<file path="src/rtl/aes_round_scheduler_pkg.sv">
// aes_round_scheduler_pkg: shared constants and FSM encoding for the AES-128 round scheduler
package aes_round_scheduler_pkg;
    localparam int AES_NUM_ROUNDS = 10;
    localparam int RK_W = 4;
    typedef enum logic [1:0] {
        IDLE    = 2'd0,
        KEYWAIT = 2'd1,
        ROUND   = 2'd2,
        DONE    = 2'd3
    } sched_state_e;
endpackage

</file>
<file path="src/rtl/aes_round_scheduler.sv">
// aes_round_scheduler: sequences key expansion, block acceptance, round controls and ciphertext release
module aes_round_scheduler
    import aes_round_scheduler_pkg::*;
#(
    parameter int NUM_ROUNDS = AES_NUM_ROUNDS
) (
    input  logic            clk,
    input  logic            reset,
    input  logic            key_load_req,
    output logic            key_load,
    input  logic            key_ready,
    input  logic            in_valid,
    output logic            in_ready,
    output logic            out_valid,
    input  logic            out_ready,
    output logic            state_load,
    output logic            state_en,
    output logic            mixcol_en,
    output logic [RK_W-1:0] rk_addr,
    output logic            key_valid,
    output logic            busy
);
    localparam logic [RK_W-1:0] LAST = NUM_ROUNDS[RK_W-1:0];
    sched_state_e    state_q, state_d;
    logic [RK_W-1:0] round_q, round_d;
    logic            key_valid_q, key_valid_d;
    logic            key_pending_q, key_pending_d;
    logic            idle, key_req, accept, last_round;
    // Decode the datapath controls and handshakes from the current state and round
    always_comb begin
        idle       = state_q == IDLE;
        key_req    = key_load_req || key_pending_q;
        key_load   = idle && key_req;
        in_ready   = idle && !key_req && key_valid_q;
        accept     = in_ready && in_valid;
        state_load = accept;
        state_en   = state_q == ROUND;
        last_round = round_q == LAST;
        rk_addr    = state_en ? round_q : '0;
        mixcol_en  = state_en && !last_round;
        out_valid  = state_q == DONE;
        key_valid  = key_valid_q;
        busy       = !idle;
    end
    // Next state, round counter and key bookkeeping; a key request arriving mid-block waits in key_pending
    always_comb begin
        state_d       = state_q;
        round_d       = round_q;
        key_valid_d   = key_valid_q;
        key_pending_d = key_pending_q || (key_load_req && !idle);
        if (key_load) begin
            state_d       = KEYWAIT;
            key_valid_d   = 1'b0;
            key_pending_d = 1'b0;
        end else if (accept) begin
            state_d = ROUND;
            round_d = 4'd1;
        end
        if (state_q == KEYWAIT && key_ready) begin
            state_d     = IDLE;
            key_valid_d = 1'b1;
        end
        if (state_en) begin
            state_d = last_round ? DONE : ROUND;
            round_d = last_round ? '0 : round_q + 4'd1;
        end
        if (out_valid && out_ready) begin
            state_d = IDLE;
            round_d = '0;
        end
    end
    // State registers; reset aborts any block or expansion and forgets the key
    always_ff @(posedge clk or posedge reset) begin
        if (reset) begin
            state_q       <= IDLE;
            round_q       <= '0;
            key_valid_q   <= 1'b0;
            key_pending_q <= 1'b0;
        end else begin
            state_q       <= state_d;
            round_q       <= round_d;
            key_valid_q   <= key_valid_d;
            key_pending_q <= key_pending_d;
        end
    end
endmodule

</file>
<file path="config.mk">
export PLATFORM = sky130hd
export DESIGN_NAME = aes_round_scheduler
export DESIGN_NICKNAME = d
export VERILOG_FILES = /design/src/rtl/aes_round_scheduler_pkg.sv /design/src/rtl/aes_round_scheduler.sv
export SDC_FILE = /design/constraint.sdc
export NUM_CORES = 1
export LEC_CHECK = 0
export ABC_AREA = 0
export CORE_MARGIN = 1
export CORE_UTILIZATION = 38
export CTS_CLUSTER_DIAMETER = 200
export DETAILED_ROUTE_END_ITERATION = 8
export HOLD_SLACK_MARGIN = 0.02
export MAX_ROUTING_LAYER = met4
export PLACE_DENSITY_LB_ADDON = 0.15
export SYNTH_ARGS = -nofsm -noshare
export SYNTH_HDL_FRONTEND = slang
export SYNTH_SLANG_ARGS = --single-unit
</file>
<file path="constraint.sdc">
create_clock -name clk -period 1.25 [get_ports clk]
set_input_delay 0.125 -clock clk [delete_from_list [all_inputs] [get_ports clk]]
set_output_delay 0.125 -clock clk [all_outputs]
set_load 0.02 [all_outputs]
</file>
Word level (Yosys, flattened, before mapping)
Index checks and enable logic that the tools add are counted.

Flip-flop bits (word level): 8. Output and inout port bits: 12. Word-level logic and storage cells: 43.

Add/sub/neg operators: 1. Equality and inequality tests: 5. Muxes and demuxes: 15. Reduce and logical (&&, ||, !) cells: 18.

Operator list (count): $mux 4 (6); $mux 2 (5); $logic_and 1x1->1 (8); $reduce_bool 5->1 (1); $add 4x1->4 const B (1); $eq 2x2->1 const B (2); $eq 4x4->1 const B (1); $mux 1 (4); $logic_not 1->1 (3); $ne 3x1->1 const B (1); $reduce_bool 3->1 (1); $eq 2x1->1 const B (1); $logic_not 2->1 (1); $logic_or 1x1->1 (2); $reduce_and 2->1 (1); $reduce_bool 2->1 (1).

Longest topological paths before layout
Gate-level depths: netlist of run 1.

Word-level depth: 10. Gate-level depth with buffers: 5.

Worst setup path before layout of run 1
OpenSTA, ideal clock, no wires.

Path type: register to register. Start: reg round_q[0]. End: reg round_q[3]. Setup time: 0.124 ns. Arrival time: 1.232 ns. Data required time: 1.126 ns. Slack: -0.106 ns. Stages on the path, launching flop included: 6. Path buffers: 0. Clock period less this slack: 1.356 ns. Path through: dfrtp_1 inv_1 ha_1 nor2b_1 and4b_1 a211o_1.

Word-level cells in the longest chain between the ends: 4. Elaborated cells between the ends (all ways): 5.

RTL lines: start: declaration (line aes_round_scheduler.sv:25) `logic [RK_W-1:0] round_q, round_d;`; start signal: assignment (line aes_round_scheduler.sv:81) `round_q <= round_d;`; $add 4x1->4 / $eq 4x4->1 (equally long branches) (line aes_round_scheduler.sv:65, aes_round_scheduler.sv:38); $mux 4 * (line aes_round_scheduler.sv:65) `round_d = last_round ? '0 : round_q + 4'd1;`; $mux 4 * (line aes_round_scheduler.sv:63) `if (state_en) begin`; $mux 4 * (line aes_round_scheduler.sv:67) `if (out_valid && out_ready) begin`.

Mark *: on every way between the ends. The rest lies on a longest branch, timed or not. A chain may end at the register's enable or synchronous reset.

Worst setup path after layout of run 1
Start: reg state_q[1]. End: out in_ready.

Word-level cells in the longest chain between the ends: 3.

RTL lines: start: declaration (line aes_round_scheduler.sv:24) `sched_state_e state_q, state_d;`; start signal: assignment (line aes_round_scheduler.sv:80) `state_q <= state_d;`; $logic_not 2->1 (line aes_round_scheduler.sv:31) `idle = state_q == IDLE;`; $logic_and 1x1->1 (2 in series) (line aes_round_scheduler.sv:34) `in_ready = idle && !key_req && key_valid_q;`; end: declaration (line aes_round_scheduler.sv:13) `output logic in_ready,`.

Every way passes these cells.

==> results of run 1 <==
==> metal layers <==
layer	track usage, %	part of all wire (%)	vias to the layer above
li1	-	-	294
met1	26.4	49	270
met2	38.9	49	9
met3	2.27	1.6	0
met4	6.90	0	0
met5	-	0	-
==> repair_timing <==
action / 4_1_cts / 5_1_grt
setup buffers: 13 / 3
endpoints found under the setup margin: 18 / 17
pin swaps: 11 / 5
gates resized for setup: 71 / 15
==> final timing paths <==
kind                                          endpoint  slack, ps  depth (start not counted)
worst max-delay path                          in_ready       -230                          3
worst min-delay path             key_valid$_DFFE_PP0P_        110                          2
worst max register to register  round_q[2]$_DFFE_PP0P_       -180                          4
worst min register to register   key_valid$_DFFE_PP0P_        600                          3
max in group asynchronous       state_q[1]$_DFFE_PP0P_        890                          2
min in group clk                 key_valid$_DFFE_PP0P_        600                          3
==> kinds of logic after synthesis <==
kind of cell | after synthesis | synth area share [%]
and+or+nand+nor | 24 | 30.8
muxes | 1 | 1.87
adders and majority gates | 2 | 4.67
DFF | 8 | 37.4
buffers and inverters | 7 | 6.78
AOI/OAI and AO/OA | 13 | 18.5
==> power breakdown <==
part	switching, mW	internal, mW
logic	0.790	0.992
registers	0.127	0.378
clock network	0.0999	0.123
==> metrics by stage <==
stage	setup TNS, ps	util, %	cells	setup WS (ps)	hold slack (ps)
2_1_floorplan	-63.7	-	55	-35.8	-59.4
3_3_place_gp	-4680	64.9	102	-560	394
3_5_place_dp	-5040	64.9	102	-597	395
4_1_cts	-1780	75.9	118	-204	112
5_1_grt	-2740	80.9	120	-268	143
6_report	-2030	80.9	120	-233	106
==> cell type report <==
| class | instances | share of cell area (%) |
|---|---|---|
| timing repair buffer | 47 | 38.9 |
| multi-input combinational | 40 | 35.0 |
| sequential | 8 | 19.3 |
| inverter | 6 | 2.62 |
| clock buffer | 4 | 2.50 |
| tap | 15 | 1.78 |
==> cell usage in the layout, fill, tap and decap left out, types with 2 or more instances in the layout <==
cell type,count
and2_2,2
inv_1,4
nor2_4,2
clkdlybuf4s50_1,5
clkbuf_4,3
nand2_1,2
nor2_1,3
and2_4,5
dfrtp_1,6
buf_6,12
buf_4,28
a211o_1,2
dfrtp_2,2
==> sequential cells by signal (all words and copies together) (netlist names) <==
name / count
key_valid: 1
key_pending_q: 1
state_q: 2
round_q: 4
==> key figures, run 1 <==
CTS
  • Clock Tree Root: clkbuf_4
  • CTS tree: yes
  • CTS Buf Count: 3
  • Post-CTS Hold Buffers: 0
  • Clock-pin slew on the worst setup and hold paths: 70 ps
  • CTS max path bufs: 2
  • Clock sinks: 8
  • Clk Latency, worst-skew pair: between 200 and 300 ps
  • H-tree depth: 1

Routing
  • 1st-iter DRT viols: 11
  • Routed Antenna Nets: 0
  • DRC: 0
  • Final wirelength: 1600 µm
  • WL/cell: 13.3 µm
  • Via count: 573
  • First drt pass iteration count: 4
  • Vias per std cell: approximately 4.8

STA
  • Final Hold Viols: 0
  • RSZ-0062 raised after global routing: yes
  • Worst-Margin Slew: roughly 360 ps
  • Min Clock Period, post-route: 1480 ps
  • # setup viols final: 16
  • Setup Skew: ~14 ps
  • Fin worst setup slack: -233 ps
  • Period utilization: 119%
  • Max Slew Vio Count: 0
  • Achievable Freq: 0.674 GHz
  • Max-slew headroom: 75.7%

Worst setup path
  • Top delay family on crit path: simple AND/OR/NAND/NOR gates
  • Crit. End Element: output port
  • Worst-path maximum fanout: 4
  • Critical Path RT: 1120 ps
  • Slowest Stage Delay on Critical Path: 460 ps
  • Reg-to-reg startpoint: state_q[1]$_DFFE_PP0P_
  • Worst path cell trace: nor4_4 > and2_2 > buf_4
  • Crit path from: state_q[1]$_DFFE_PP0P_
  • Setup Crit Path Kind: flip-flop to output port
  • CP arrival: 1360 ps
  • Slowest CP cell: dfrtp_2
  • Crit start category: flip-flop
  • WP buf/inv: 1

Global routing
  • Overflow after GRT: 0
  • First-pass GRT wire length: between 2000 and 2500 µm
  • Number of global-route vias before repair: 531
  • Antenna violations before repair: 0
  • Gr usage total: 22.2%
  • Largest net degree at the start of global routing: 9

Floorplanning
  • Core area: 1300 µm²
  • Row cnt: 13
  • Die X: 39.5 µm
  • Die Footprint: 1560 µm²
  • Io pins: 18
  • Initial Util: 41.2%
  • Die Span Y: 39.5 µm

Power
  • Total design power: ~2.5 mW
  • Lkg Pwr: 0.544 nW
  • Max VDD drop: 0.00164 V
  • Power Dens Cells: 2380 nW/µm²

Placement
  • DP Area: 845 µm²
  • Final Wtd Congestion: 0.762
  • IO Port Bufs: 17
  • Detailed Place HPWL: 1030 µm

Logic synthesis
  • Synthesis-stage register bit count: 8
  • Synth warnings: 0
  • Commonest cells post-synth: dfrtp_1 (8), inv_1 (5), nor2_1 (5), and2_1 (4), and2_2 (4)
  • Most common cell in the netlist: dfrtp_1
  • Asr flop ratio synth: 100%
  • Share of Yosys cell area claimed by the top area cell type: between 30 and 40%
  • Number of synthesized flops with an enable pin: 0
  • Seq/Total Area, Yosys: 37.4%
  • Unique masters post-synth: 29
  • Syn Area/Cell: 9.74 µm²
  • Synth area leaders: dfrtp_1 (37%), and2_2 (5.6%), and2_1 (4.7%)
  • Cells after synthesis: 55
  • Main synth FF type: dfrtp_1
  • Mapped Nets: 63
  • Synth Cell Area: around 540 µm²
  • Largest area contributor in the netlist: dfrtp_1

Cells and area
  • ANT cells: 0
  • Nets: 114
  • Reg area: 203 µm²
  • Multi-input gate area: between 300 and 400 µm²
  • Final non-filler cell area: 1050 µm²
  • Share of layout cells above drive strength 1: 64.8%
  • Number of fill cells in the layout: 75
  • Area Growth Syn to Fin: 96.5%

Min path
  • Min-delay worst type: input port to asynchronous set/reset pin

Job
  • Max-Cap Viols: 0

Outcome
  • Status: finished, violations left
  • Failing checks: negative setup slack
Note: power is estimated with default switching activity, not from simulation.
==> run 2, diff against run 1 <==
--- a/config.mk
+++ b/config.mk
@@ -13,6 +13,7 @@
 export HOLD_SLACK_MARGIN = 0.02
 export MAX_ROUTING_LAYER = met4
 export PLACE_DENSITY_LB_ADDON = 0.15
+export SKIP_LAST_GASP = 1
 export SYNTH_ARGS = -nofsm -noshare
 export SYNTH_HDL_FRONTEND = slang
 export SYNTH_SLANG_ARGS = --single-unit
==> key figures, run 2 (synthesis results as in run 1) <==
Outcome
  • Failing checks: negative setup slack
  • Status: finished, violations left

Routing
  • Via count: 588
  • WL/cell: around 14 µm
  • First drt pass iteration count: 4
  • DRC: 0
  • Final wirelength: 1630 µm
  • 1st-iter DRT viols: 14
  • Vias per std cell: 4.90
  • Routed Antenna Nets: 0

CTS
  • Post-CTS Hold Buffers: 0
  • CTS tree: yes
  • Clock-pin slew on the worst setup and hold paths: 70 ps
  • CTS Buf Count: 3
  • Clock sinks: 8
  • CTS max path bufs: 2
  • Clock Tree Root: clkbuf_4
  • H-tree depth: 1
  • Clk Latency, worst-skew pair: between 200 and 300 ps

Worst setup path
  • Worst-path maximum fanout: 4
  • Critical Path RT: 1120 ps
  • Crit start category: flip-flop
  • Slowest CP cell: dfrtp_2
  • Worst path cell trace: nor4_4 > and2_2 > buf_4
  • Slowest Stage Delay on Critical Path: 460 ps
  • Crit. End Element: output port
  • CP arrival: 1360 ps
  • Setup Crit Path Kind: flip-flop to output port

STA
  • Fin worst setup slack: -236 ps
  • Period utilization: 119%
  • Final Hold Viols: 0
  • Worst-Margin Slew: between 300 and 400 ps
  • RSZ-0062 raised after global routing: yes
  • # setup viols final: 16
  • Max Slew Vio Count: 0
  • Min Clock Period, post-route: 1490 ps
  • Achievable Freq: 0.673 GHz
  • Setup Skew: 12.2 ps
  • Max-slew headroom: 75.2%
  • Setup TNS Final: -2100 ps

Cells and area
  • Max FFs per register: 4
  • Top Registers: round_q: 4 flops, state_q: 2 flops
  • Top reg by flops: round_q
  • Area Growth Syn to Fin: 96.0%
  • Most common cell after layout, fill and taps aside: buf_4
  • Most frequent cells in the layout: buf_4 (28), buf_6 (12), dfrtp_1 (6)
  • Non-filler cells in the finished layout: 120
  • ANT cells: 0
  • Nets: ~110
  • Share of layout cells above drive strength 1: 64.8%

Global routing
  • First-pass GRT wire length: 2250 µm
  • Antenna violations before repair: 0
  • Gr usage total: between 20% and 30%
  • Overflow after GRT: 0
  • Number of global-route vias before repair: roughly 530
  • Largest net degree at the start of global routing: 9

Min path
  • Min-delay worst type: input port to asynchronous set/reset pin

Floorplanning
  • Initial Util: approximately two fifths
  • Core area: approximately 1300 µm²
  • Die Span Y: between 30 and 40 µm
  • Io pins: 18
  • Row cnt: 13
  • Die X: 39.5 µm
  • Die Footprint: 1560 µm²

Power
  • Power Dens Cells: 2390 nW/µm²
  • Max VDD drop: around 0.0016 V
  • Total design power: 2.51 mW
  • Lkg Pwr: 0.545 nW

Job
  • Max-Cap Viols: 0

Placement
  • IO Port Bufs: 17
  • Post-Place Cells: 102
  • Detailed Place HPWL: 1030 µm
  • Final Wtd Congestion: around 0.76
  • Dpl ws: -597 ps
run 2: changes by cell type in the layout (fill, tap and decap cells not counted):
cell	before	now
inv_4	0	1
inv_6	1	0
run 2: report_power, final:
group / switching (mW) / internal, mW
clock network: 0.101 / 0.123
registers: 0.129 / 0.378
logic: 0.789 / 0.991
total: 1.02 / 1.49
run 2: critical path, delay by kind of cell, from the launching register on:
kind / cells / cell delay [ps]
AND/OR/NAND/NOR: 2 / 510
flip-flops: 1 / 460
buffers and inverters: 1 / 130
run 2: path summary, 6_finish.rpt:
check,startpoint,to,slack [ps],cells after the start
worst max register to register,state_q[1]$_DFFE_PP0P_,round_q[2]$_DFFE_PP0P_,-190,4
worst min-delay path,reset,key_valid$_DFFE_PP0P_,110,2
worst min register to register,key_valid$_DFFE_PP0P_,key_valid$_DFFE_PP0P_,600,3
max in group asynchronous,reset,state_q[1]$_DFFE_PP0P_,880,2
worst max-delay path,state_q[1]$_DFFE_PP0P_,in_ready,-240,3
min in group clk,key_valid$_DFFE_PP0P_,key_valid$_DFFE_PP0P_,600,3
run 2: through the flow:
| step | utilization (%) | cell area (µm²) | hold WS (ps) |
|---|---|---|---|
| 2_1_floorplan | - | 547 | -59.4 |
| 5_1_grt | 80.7 | 1050 | 143 |
| 6_report | 80.7 | 1050 | 106 |
| 4_1_cts | 75.9 | 987 | 112 |
| 3_5_place_dp | 64.9 | 845 | 395 |
| 3_3_place_gp | 64.9 | 845 | 394 |
run 2: cell type report:
class | count | area, µm²
Timing Repair Buffer | 47 | 409
Multi-Input combinational cell | 40 | 368
Fill cell | 75 | 251
Sequential cell | 8 | 203
Clock buffer | 4 | 26.3
Inverter | 6 | 25.0
Tap cell | 15 | 18.8
run 2: per-layer routing:
layer / vias up / global-route usage, % / wire [µm]
met5: - / - / 0
met1: 275 / 26.4 / 756
met4: 0 / 6.90 / 0
li1: 293 / - / -
met2: 20 / 38.9 / 805
met3: 0 / 2.27 / 62
run 2: timing repair:
item                                    4_1_cts  5_1_grt
gates resized for setup                      71       14
endpoints found under the setup margin       18       17
buffers inserted                             13        3
pin swaps                                     9        6
